$ cat config.mk
export PLATFORM = sky130hd
export DESIGN_NAME = vga_timing_gen_flat
export DESIGN_NICKNAME = d
export VERILOG_FILES = /design/src/rtl/vga_timing_if.sv /design/src/rtl/vga_timing_gen.sv /design/src/flat_wrapper.sv
export SDC_FILE = /design/constraint.sdc
export NUM_CORES = 1
export LEC_CHECK = 0
export CAP_MARGIN = 10
export CORE_ASPECT_RATIO = 0.5
export CORE_MARGIN = 2
export CORE_UTILIZATION = 59
export CTS_BUF_LIST = sky130_fd_sc_hd__clkbuf_16
export CTS_CLUSTER_DIAMETER = 80
export DETAILED_ROUTE_END_ITERATION = 16
export PLACE_DENSITY = 0.84
export SLEW_MARGIN = 20
export SYNTH_ARGS = -nofsm -noshare
export SYNTH_HDL_FRONTEND = slang
export SYNTH_SLANG_ARGS = --single-unit
$ cat constraint.sdc
create_clock -name clk_i -period 4.1 [get_ports clk_i]
set_input_delay 0.82 -clock clk_i [delete_from_list [all_inputs] [get_ports clk_i]]
set_output_delay 0.82 -clock clk_i [all_outputs]
set_load 0.02 [all_outputs]
$ cat src/rtl/vga_timing_if.sv
// vga_timing_if
// Raster timing bundle between the VGA timing generator and its consumers
// (pixel source, VGA pin drivers).
//   pix_en_i      : pixel strobe into the generator (one raster step per strobe)
//   hsync_o       : horizontal sync
//   vsync_o       : vertical sync
//   de_o          : data enable, high inside the visible region
//   x_o, y_o      : current pixel coordinates
//   line_start_o  : high for the pixel period with x=0
//   frame_start_o : high for the pixel period with x=0, y=0
interface vga_timing_if;
  logic       pix_en_i;
  logic       hsync_o;
  logic       vsync_o;
  logic       de_o;
  logic [9:0] x_o;
  logic [9:0] y_o;
  logic       line_start_o;
  logic       frame_start_o;

  // Generator side
  modport master (
    input  pix_en_i,
    output hsync_o, vsync_o, de_o, x_o, y_o, line_start_o, frame_start_o
  );

  // Consumer side (also owns the pixel strobe)
  modport slave (
    output pix_en_i,
    input  hsync_o, vsync_o, de_o, x_o, y_o, line_start_o, frame_start_o
  );
endinterface

$ cat src/rtl/vga_timing_gen.sv
// vga_timing_gen
// VGA raster timing generator. Runs on the system clock and advances one
// pixel per pix_en_i strobe. Defaults give 640x480 @ 60 Hz.
// Ports:
//   clk_i  : system clock, single clock domain
//   rst_ni : asynchronous active-low reset
//   vga    : vga_timing_if.master (pix_en_i in; sync, de, coordinates,
//            line/frame start pulses out, all registered)
// Both totals must not exceed 1024 and every porch/sync/active width must be
// at least 1, since each phase is left on its own last count.
module vga_timing_gen #(
  parameter int unsigned H_ACTIVE = 640,
  parameter int unsigned H_FP     = 16,
  parameter int unsigned H_SYNC   = 96,
  parameter int unsigned H_BP     = 48,
  parameter int unsigned V_ACTIVE = 480,
  parameter int unsigned V_FP     = 10,
  parameter int unsigned V_SYNC   = 2,
  parameter int unsigned V_BP     = 33,
  parameter int unsigned SYNC_POL = 0
) (
  input  logic         clk_i,
  input  logic         rst_ni,
  vga_timing_if.master vga
);

  localparam int unsigned H_TOTAL = H_ACTIVE + H_FP + H_SYNC + H_BP;
  localparam int unsigned V_TOTAL = V_ACTIVE + V_FP + V_SYNC + V_BP;

  // Last count of each phase; the phase FSM moves on when leaving it.
  localparam logic [9:0] H_ACT_LAST  = 10'(H_ACTIVE - 1);
  localparam logic [9:0] H_FP_LAST   = 10'(H_ACTIVE + H_FP - 1);
  localparam logic [9:0] H_SYNC_LAST = 10'(H_ACTIVE + H_FP + H_SYNC - 1);
  localparam logic [9:0] H_LAST      = 10'(H_TOTAL - 1);
  localparam logic [9:0] V_ACT_LAST  = 10'(V_ACTIVE - 1);
  localparam logic [9:0] V_FP_LAST   = 10'(V_ACTIVE + V_FP - 1);
  localparam logic [9:0] V_SYNC_LAST = 10'(V_ACTIVE + V_FP + V_SYNC - 1);
  localparam logic [9:0] V_LAST      = 10'(V_TOTAL - 1);

  localparam logic SYNC_ON  = 1'(SYNC_POL);
  localparam logic SYNC_OFF = ~SYNC_ON;

  typedef enum logic [1:0] {
    PH_ACTIVE = 2'd0,
    PH_FP     = 2'd1,
    PH_SYNC   = 2'd2,
    PH_BP     = 2'd3
  } phase_e;

  // Counters and phases describe the position presented on the next strobe.
  logic [9:0] h_r, v_r;
  phase_e     h_ph_r, v_ph_r;
  logic       hsync_r, vsync_r, de_r, ls_r, fs_r;
  logic [9:0] x_r, y_r;

  logic [9:0] h_nxt_s, v_nxt_s;
  phase_e     h_ph_nxt_s, v_ph_nxt_s;
  logic       hsync_nxt_s, vsync_nxt_s, de_nxt_s, ls_nxt_s, fs_nxt_s;
  logic [9:0] x_nxt_s, y_nxt_s;
  logic       h_wrap_s;

  // State and output registers; reset drives syncs to their inactive level.
  always_ff @(posedge clk_i or negedge rst_ni) begin
    if (!rst_ni) begin
      h_r     <= 10'd0;
      v_r     <= 10'd0;
      h_ph_r  <= PH_ACTIVE;
      v_ph_r  <= PH_ACTIVE;
      hsync_r <= SYNC_OFF;
      vsync_r <= SYNC_OFF;
      de_r    <= 1'b0;
      x_r     <= 10'd0;
      y_r     <= 10'd0;
      ls_r    <= 1'b0;
      fs_r    <= 1'b0;
    end else begin
      h_r     <= h_nxt_s;
      v_r     <= v_nxt_s;
      h_ph_r  <= h_ph_nxt_s;
      v_ph_r  <= v_ph_nxt_s;
      hsync_r <= hsync_nxt_s;
      vsync_r <= vsync_nxt_s;
      de_r    <= de_nxt_s;
      x_r     <= x_nxt_s;
      y_r     <= y_nxt_s;
      ls_r    <= ls_nxt_s;
      fs_r    <= fs_nxt_s;
    end
  end

  // Next-state of both phase FSMs and counters, plus next registered outputs.
  always_comb begin
    h_wrap_s    = (h_r == H_LAST);
    h_nxt_s     = h_r;
    v_nxt_s     = v_r;
    h_ph_nxt_s  = h_ph_r;
    v_ph_nxt_s  = v_ph_r;
    hsync_nxt_s = hsync_r;
    vsync_nxt_s = vsync_r;
    de_nxt_s    = de_r;
    x_nxt_s     = x_r;
    y_nxt_s     = y_r;
    ls_nxt_s    = ls_r;
    fs_nxt_s    = fs_r;

    if (vga.pix_en_i) begin
      // Present the current position, derived from the phase states.
      x_nxt_s     = h_r;
      y_nxt_s     = v_r;
      de_nxt_s    = (h_ph_r == PH_ACTIVE) && (v_ph_r == PH_ACTIVE);
      hsync_nxt_s = (h_ph_r == PH_SYNC) ? SYNC_ON : SYNC_OFF;
      vsync_nxt_s = (v_ph_r == PH_SYNC) ? SYNC_ON : SYNC_OFF;
      ls_nxt_s    = (h_r == 10'd0);
      fs_nxt_s    = (h_r == 10'd0) && (v_r == 10'd0);

      // Advance the raster.
      h_nxt_s = h_wrap_s ? 10'd0 : (h_r + 10'd1);
      v_nxt_s = h_wrap_s ? ((v_r == V_LAST) ? 10'd0 : (v_r + 10'd1)) : v_r;

      case (h_ph_r)
        PH_ACTIVE: h_ph_nxt_s = (h_r == H_ACT_LAST)  ? PH_FP     : PH_ACTIVE;
        PH_FP:     h_ph_nxt_s = (h_r == H_FP_LAST)   ? PH_SYNC   : PH_FP;
        PH_SYNC:   h_ph_nxt_s = (h_r == H_SYNC_LAST) ? PH_BP     : PH_SYNC;
        PH_BP:     h_ph_nxt_s = (h_r == H_LAST)      ? PH_ACTIVE : PH_BP;
        default:   h_ph_nxt_s = PH_ACTIVE;
      endcase

      // Vertical phase only moves on the horizontal wrap, so vsync edges
      // line up with x=0 of a line.
      case (v_ph_r)
        PH_ACTIVE: v_ph_nxt_s = (h_wrap_s && (v_r == V_ACT_LAST))  ? PH_FP     : PH_ACTIVE;
        PH_FP:     v_ph_nxt_s = (h_wrap_s && (v_r == V_FP_LAST))   ? PH_SYNC   : PH_FP;
        PH_SYNC:   v_ph_nxt_s = (h_wrap_s && (v_r == V_SYNC_LAST)) ? PH_BP     : PH_SYNC;
        PH_BP:     v_ph_nxt_s = (h_wrap_s && (v_r == V_LAST))      ? PH_ACTIVE : PH_BP;
        default:   v_ph_nxt_s = PH_ACTIVE;
      endcase
    end else begin
      h_nxt_s = h_r;
      v_nxt_s = v_r;
    end
  end

  assign vga.hsync_o       = hsync_r;
  assign vga.vsync_o       = vsync_r;
  assign vga.de_o          = de_r;
  assign vga.x_o           = x_r;
  assign vga.y_o           = y_r;
  assign vga.line_start_o  = ls_r;
  assign vga.frame_start_o = fs_r;

endmodule

$ cat src/flat_wrapper.sv
// flat-port wrapper written by rule: the top's interface ports become plain ports
module vga_timing_gen_flat 
#(
  parameter int unsigned H_ACTIVE = 640,
  parameter int unsigned H_FP     = 16,
  parameter int unsigned H_SYNC   = 96,
  parameter int unsigned H_BP     = 48,
  parameter int unsigned V_ACTIVE = 480,
  parameter int unsigned V_FP     = 10,
  parameter int unsigned V_SYNC   = 2,
  parameter int unsigned V_BP     = 33,
  parameter int unsigned SYNC_POL = 0
)
  (clk_i, rst_ni, vga_pix_en_i, vga_hsync_o, vga_vsync_o, vga_de_o, vga_x_o, vga_y_o, vga_line_start_o, vga_frame_start_o);
  vga_timing_if vga_i ();
  input  logic clk_i;
  input  logic rst_ni;
  input wire logic [$bits(vga_i.pix_en_i)-1:0] vga_pix_en_i;
  output wire logic [$bits(vga_i.hsync_o)-1:0] vga_hsync_o;
  output wire logic [$bits(vga_i.vsync_o)-1:0] vga_vsync_o;
  output wire logic [$bits(vga_i.de_o)-1:0] vga_de_o;
  output wire logic [$bits(vga_i.x_o)-1:0] vga_x_o;
  output wire logic [$bits(vga_i.y_o)-1:0] vga_y_o;
  output wire logic [$bits(vga_i.line_start_o)-1:0] vga_line_start_o;
  output wire logic [$bits(vga_i.frame_start_o)-1:0] vga_frame_start_o;
  assign vga_i.pix_en_i = vga_pix_en_i;
  assign vga_hsync_o = vga_i.hsync_o;
  assign vga_vsync_o = vga_i.vsync_o;
  assign vga_de_o = vga_i.de_o;
  assign vga_x_o = vga_i.x_o;
  assign vga_y_o = vga_i.y_o;
  assign vga_line_start_o = vga_i.line_start_o;
  assign vga_frame_start_o = vga_i.frame_start_o;
  vga_timing_gen #(.H_ACTIVE(H_ACTIVE), .H_FP(H_FP), .H_SYNC(H_SYNC), .H_BP(H_BP), .V_ACTIVE(V_ACTIVE), .V_FP(V_FP), .V_SYNC(V_SYNC), .V_BP(V_BP), .SYNC_POL(SYNC_POL)) u_core (.clk_i(clk_i), .rst_ni(rst_ni), .vga(vga_i));
endmodule
-- After elaboration in Yosys (flattened, before gate mapping)
Index checks and enable logic that the tools add are counted.
- output and inout port bits: 25
- flip-flop bits (word level): 49
- word-level logic and storage cells: 52
- mux-type cells: 14
- eq/ne operators: 14
- reductions and logical operators: 11
- $add $sub $neg: 2
- operator list (kind ; count):
    equality test 10 bit (second input constant) ; 5
    equality test 10 x 9 -> 1 bit (second input constant) ; 3
    adder 10 x 1 -> 10 bit (second input constant) ; 2
    zero test 10 bit ; 2
    two-way mux 10 bit ; 2
    case mux 2 bit (4 select lines) ; 2
    equality test 2 bit (second input constant) ; 4
    two-way mux 2 bit ; 4
    logical AND 1 bit ; 6
    two-way mux 1 bit ; 6
    equality test 2 x 1 -> 1 bit (second input constant) ; 2
    zero test 2 bit ; 2
    AND reduction 2 bit ; 1

-- Longest topological paths before layout
Gate-level depths: netlist of the first run.
- word-level depth: 4
- gate-level depth with buffers: 6

-- Least setup slack after synthesis of the first run
No wires, ideal clock.
- path kind: input-to-reg
- start point: in vga_pix_en_i
- end point: reg u_core.v_r[7]
- required time: 4.021 ns
- setup time: 0.079 ns
- buffers on the path: 1
- arrival time: 1.658 ns
- cell stages on the path: 4
- setup slack: 2.363 ns
- path through: clkbuf_1 nand4_1 nor3_1 xor2_1
- word-level cells in the longest chain between the ends: 1
- RTL lines (what ; RTL line ; RTL):
    start, declared ; flat_wrapper.sv:18 ; input wire logic [$bits(vga_i.pix_en_i)-1:0] vga_pix_en_i;
    AND reduction 2 bit (no source line) ; -- ;
    end signal, assigned ; vga_timing_gen.sv:78 ; v_r <= v_nxt_s;
    end, declared ; vga_timing_gen.sv:51 ; logic [9:0] h_r, v_r;
Every way passes these cells.
A chain may end at the register's enable or synchronous reset.

==> results.sh, run 1 <==
export IMPL_status="completed"
export IMPL_start_kind="primary input"
export IMPL_antennaDiodeCount=0
export IMPL_grt_start_max_net_pins=50
export IMPL_design_core_area_um2=3840
export IMPL_grt_pass1_vias=1604
export IMPL_synth_top_area_cell="dfrtp_1"
export IMPL_setup_tns_ps=0
export IMPL_root_buffer="clkbuf_16"
export IMPL_synth_most_common_cell="dfrtp_1"
export IMPL_crit_fanout=26
export IMPL_fin_skew_ps=4.47
export IMPL_min_period_ps=2670
export IMPL_worst_pin_slew_ps=860
export IMPL_ios=28
export IMPL_cts_clk_slew_worst_paths_ps=60
export IMPL_grt_pass1_wl_mm=7.51
export IMPL_synth_seq_area_share_pct=53.0
export IMPL_initial_core_util_pct=60.4
export IMPL_syn_inst=204
export IMPL_drt_initial_drc_count=74
export IMPL_fp_dieArea_um2=4480
export IMPL_synthFlopType="dfrtp_1"
export IMPL_ctsResizeCount=0
export IMPL_synth_edff_count=0
export IMPL_p_int_uw=870
export IMPL_hp_class="flip-flop to flip-flop"
export IMPL_netlist_area_um2=2320
export IMPL_whs_ps=490
export IMPL_clockPowerShare_pct=31.8
export IMPL_crit_type="primary input to flip-flop"
export IMPL_power_switching_uw=335
export IMPL_io_buffers=27
export IMPL_dr_total_vias=1666
export IMPL_design_area_um2=2740
export IMPL_slew_violations=0
export IMPL_end_kind="flip-flop"
export IMPL_synth_top_area_share_pct=50.7
export IMPL_netlist_top_cells_area="dfrtp_1 (51%), mux2_2 (10%), nand3_1 (2.8%)"
export IMPL_vdd_ir_drop_max_mv=0.195
export IMPL_wirelength_mm=4.37
export IMPL_cts_setup_buffers=0
export IMPL_avgSynthCellArea_um2=11.4
export IMPL_numCtsBuffers=5
export IMPL_critPathArrivalTime_ps=2840
export IMPL_area_growth_synth_to_final_pct=18.0
export IMPL_rsz0062_at_grt="no"
export IMPL_yosys_register_bits=49
export IMPL_grt_antenna_before_repair=0
export IMPL_cellPowerDensity_nw_per_um2=441
export IMPL_htree_num_levels=2
export IMPL_die_x_um=92.7
export IMPL_die_h_um=48.3
export IMPL_ctsLongestPathBuffers=2
export IMPL_clock_fmax_ghz=0.374
export IMPL_slew_headroom_pct=42.5
export IMPL_final_core_util_pct=71.2
export IMPL_period_share_pct=65.2
export IMPL_grt_usage_pct=21.6
export IMPL_dpl_hpwl_mm=2.92
export IMPL_cts_tree="done"
export IMPL_synth_nets=212
export IMPL_cts_sinks=49
export IMPL_synth_warnings=0
export IMPL_p_comb_share_pct=18.0
export IMPL_postRouteAntennaNets=0
export IMPL_clk_latency_ps=280
export IMPL_drive_gt1_share_pct=14.9
export IMPL_synth_distinct_cells=41
export IMPL_finalHoldViolations=0
export IMPL_num_nets_final=235
export IMPL_holdBufCountCts=0
export IMPL_required_ps=4260
export IMPL_synthArstFlopShare_pct=100
export IMPL_p_leak_uw=0.00120
export IMPL_grt_ovfl_total=0
export IMPL_gp_congestion=0.827
export IMPL_wl_per_cell_um=15.5
export IMPL_rows=16
export IMPL_ys_top_cells_by_count="dfrtp_1 (47), mux2_2 (21), nand3_1 (13)"
export IMPL_rrSetupSlack_ps=2290
export IMPL_cap_violations=0
export IMPL_route_detailed_drc=0
export IMPL_drt_first_pass_iters=4
export IMPL_placed_area_um2=2600
export IMPL_routed_via_density=5.91
export IMPL_p_seq_share_pct=50.2
export IMPL_p_sw_share_pct=27.8
export IMPL_setup_viol=0
metrics by stage:
stage,power [uW],cells,setup slack (ps)
2_1_floorplan,733,204,2360
3_3_place_gp,816,274,1250
3_5_place_dp,828,274,1140
4_1_cts,1210,282,1440
5_1_grt,1260,282,1300
6_report,1210,282,1430
per-layer routing:
| layer | routed length [um] | track usage [%] | vias to the layer above |
|---|---|---|---|
| li1 | - | - | 791 |
| met1 | 1960 | 29.1 | 819 |
| met2 | 2150 | 35.4 | 45 |
| met3 | 177 | 4.21 | 11 |
| met4 | 80 | 8.09 | 0 |
| met5 | 0 | 0 | - |
logic make-up after synthesis:
group                      Yosys count  share of synthesized area, %
AOI/OAI and AO/OA                   26                          7.01
xor gates and xnor gates            10                          3.78
and+or+nand+nor                     67                          17.3
buffers and inverters               22                          4.37
muxes                               25                          11.9
adders and majority gates            5                          2.70
DFF                                 49                          53.0
cell usage in the layout (no fill, tap or decap), types with 3 or more instances in the layout:
master            n
ha_1              5
dfrtp_1          47
mux2i_1           4
nand2_1          12
mux2_2           21
clkbuf_16         5
clkdlybuf4s50_1  26
nor4_1            6
inv_1            10
o21ai_0           7
xnor2_1           6
a21oi_1           4
and4_1            3
nand3_1          13
nor3_1            6
xor2_1            4
nand4_1           5
a31oi_1           7
nor2_1            6
flip-flops by register name (all words and copies together) (netlist names):
name and cells:
u_core.vga.x_o 10, u_core.h_r 10, u_core.vga.de_o 1, u_core.vga.line_start_o 1, u_core.vga.frame_start_o 1, u_core.vga.vsync_o 1
u_core.v_r 10, u_core.v_ph_r 2, u_core.vga.hsync_o 1, u_core.h_ph_r 2, u_core.vga.y_o 10
path summary, 6_finish.rpt:
| check | start | to | cells past startpoint |
|---|---|---|---|
| worst max register to register | u_core.h_r[1] | u_core.v_r[9] | 5 |
| max in group asynchronous | rst_ni | u_core.v_r[2] | 1 |
| worst min register to register | u_core.vga.vsync_o | u_core.vga.vsync_o | 2 |
| min in group asynchronous | rst_ni | u_core.vga.y_o[5] | 1 |
| worst max-delay path | vga_pix_en_i | u_core.h_r[9] | 5 |
| worst min-delay path | u_core.vga.vsync_o | u_core.vga.vsync_o | 2 |
final cells by class:
| class | count | area, um2 |
|---|---|---|
| timing repair buffer | 28 | 275 |
| multi-input combinational | 133 | 990 |
| tap | 54 | 67.6 |
| clock buffer | 5 | 125 |
| inverter | 10 | 37.5 |
| fill | 279 | 1110 |
| sequential | 49 | 1230 |
| clock inverter | 3 | 12.5 |
critical path: stages:
cell and delay, ps:
clkdlybuf4s50_1 1030, nand4_1 350, nor4_1 400, xnor2_1 170, nor2_1 60
power by group through the flow:
stage	Clock (uW)	Combinational (uW)	Sequential, uW
global placement	0	210	606
CTS	388	218	605
floorplan	0	104	629
finish	384	217	605
global route	411	236	617
detailed placement	0	217	611
Note: power is estimated with default switching activity, not from simulation.
==> inputs of run 2 (changes only) <==
--- a/config.mk
+++ b/config.mk
@@ -8,11 +8,11 @@
 export CAP_MARGIN = 10
 export CORE_ASPECT_RATIO = 0.5
 export CORE_MARGIN = 2
-export CORE_UTILIZATION = 59
+export CORE_UTILIZATION = 55
 export CTS_BUF_LIST = sky130_fd_sc_hd__clkbuf_16
 export CTS_CLUSTER_DIAMETER = 80
 export DETAILED_ROUTE_END_ITERATION = 16
-export PLACE_DENSITY = 0.84
+export PLACE_DENSITY = 0.79
 export SLEW_MARGIN = 20
 export SYNTH_ARGS = -nofsm -noshare
 export SYNTH_HDL_FRONTEND = slang
==> constraint.sdc (replaced) <==
create_clock -name clk_i -period 2.63 [get_ports clk_i]
set_input_delay 0.526 -clock clk_i [delete_from_list [all_inputs] [get_ports clk_i]]
set_output_delay 0.526 -clock clk_i [all_outputs]
set_load 0.02 [all_outputs]
==> run 2 against run 1 <==
Compared with the run above: clock skew up 1.9 ps; combinational power up 58%; via count up 2.9%; power up 57%; critical path depth down 4; first-iteration DRC count up 5.4%.
==> results.sh, run 2 (synthesized netlist as in run 1, its figures left out) <==
export IMPL_holdBufCountCts=0
export IMPL_grt_ovfl_total=0
export IMPL_dr_total_vias=1714
export IMPL_vdd_ir_drop_max_mv=0.407
export IMPL_clk_latency_ps=290
export IMPL_numCtsBuffers=5
export IMPL_htree_num_levels=2
export IMPL_die_h_um=49.9
export IMPL_p_comb_share_pct=18.1
export IMPL_clockPowerShare_pct=32.1
export IMPL_placedCellCount=278
export IMPL_num_fill_cells=289
export IMPL_slew_headroom_pct=72.7
export IMPL_wirelength_mm=4.40
export IMPL_cts_setup_buffers=0
export IMPL_postRouteAntennaNets=0
export IMPL_grt_pass1_vias=1678
export IMPL_instances_no_fill=286
export IMPL_grt_antenna_before_repair=0
export IMPL_route_detailed_drc=0
export IMPL_initial_core_util_pct=58.2
export IMPL_crit_buf_inv=1
export IMPL_crit_chain="clkdlybuf4s50_1"
export IMPL_cellPowerDensity_nw_per_um2=684
export IMPL_drt_initial_drc_count=78
export IMPL_setup_tns_ps=0
export IMPL_p_leak_uw=0.00122
export IMPL_p_seq_share_pct=49.8
export IMPL_worst_pin_slew_ps=404
export IMPL_drive_gt1_share_pct=16.4
export IMPL_required_ps=2100
export IMPL_ctsLongestPathBuffers=2
export IMPL_cap_violations=0
export IMPL_finalHoldViolations=0
export IMPL_final_common_cell="dfrtp_1"
export IMPL_dpl_hpwl_mm=3.00
export IMPL_p_int_uw=1360
export IMPL_routed_via_density=5.99
export IMPL_gp_congestion=0.827
export IMPL_critPathMaxStageDelay_ps=600
export IMPL_cts_sinks=49
export IMPL_crit_type="flip-flop to output port"
export IMPL_io_buffers=27
export IMPL_rows=16
export IMPL_ctsResizeCount=0
export IMPL_drt_first_pass_iters=4
export IMPL_cts_clk_slew_worst_paths_ps=60
export IMPL_antennaDiodeCount=0
export IMPL_design_core_area_um2=3980
export IMPL_fp_dieArea_um2=4780
export IMPL_cp_slowest_cell="clkdlybuf4s50_1"
export IMPL_critPathArrivalTime_ps=1410
export IMPL_fin_skew_ps=6.38
export IMPL_root_buffer="clkbuf_16"
export IMPL_num_nets_final=239
export IMPL_cts_tree="done"
export IMPL_ios=28
export IMPL_p_sw_share_pct=28.0
export IMPL_setup_viol=0
export IMPL_critical_path_top_delay_family="buffers and inverters"
export IMPL_period_share_pct=73.8
export IMPL_mostFrequentLayoutCells="dfrtp_1 (47), clkdlybuf4s50_1 (26), mux2_2 (21)"
export IMPL_area_growth_synth_to_final_pct=19.3
export IMPL_grt_pass1_wl_mm=7.70
export IMPL_rsz0062_at_grt="no"
export IMPL_clock_fmax_ghz=0.515
export IMPL_wl_per_cell_um=15.4
export IMPL_start_kind="flip-flop"
export IMPL_hp_class="primary input to asynchronous set/reset pin"
export IMPL_power_switching_uw=529
export IMPL_slew_violations=0
export IMPL_status="completed"
export IMPL_grt_start_max_net_pins=22
export IMPL_end_kind="output port"
export IMPL_grt_usage_pct=21.2
export IMPL_min_period_ps=1940
export IMPL_crit_fanout=2
export IMPL_die_x_um=95.8
-- run 2: path summary, 6_finish.rpt --
kind | startpoint | end | slack (ps) | cells past startpoint
setup / recovery | u_core.vga.vsync_o | vga_vsync_o | 690 | 1
hold / removal | rst_ni | u_core.vga.y_o[7] | 150 | 1
setup reg to reg | u_core.h_r[1] | u_core.v_r[5] | 860 | 5
hold reg to reg | u_core.vga.vsync_o | u_core.vga.vsync_o | 490 | 2
max in group asynchronous | rst_ni | u_core.vga.hsync_o | 1850 | 2
min in group clk_i | u_core.vga.vsync_o | u_core.vga.vsync_o | 490 | 2
-- run 2: area by class of cell --
class	count	area, um2	share of cell area (%)
flip-flops and latches	49	1230	44.4
multi-input cells	133	990	35.8
repair buffers	32	303	10.9
clock buffers	5	125	4.52
well taps	54	67.6	2.44
inverters	10	37.5	1.36
clock inverters	3	15.0	0.543
-- run 2: power groups by stage --
stage	sequential, uW	clock [uW]	combinational, uW
finish	942	607	342
global route	954	652	375
CTS	941	624	346
detailed placement	955	0	343
global placement	947	0	332
floorplan	980	0	163
-- run 2: metal layers --
metal / up-vias / routed length, um / track usage (%)
met5: - / 0 / 0
met4: 0 / 75 / 9.05
met3: 9 / 159 / 4.74
met2: 42 / 2080 / 33.7
met1: 871 / 2080 / 28.0
li1: 792 / - / -
-- run 2: per-stage QoR --
stage,worst slack [ps],cell area (um2),power [uW],utilization (%),hold WS (ps)
2_1_floorplan,1110,2320,1140,-,230
3_3_place_gp,528,2630,1280,65.9,462
3_5_place_dp,464,2630,1300,65.9,468
4_1_cts,682,2770,1910,69.4,160
5_1_grt,614,2770,1980,69.4,172
6_report,689,2770,1890,69.4,155
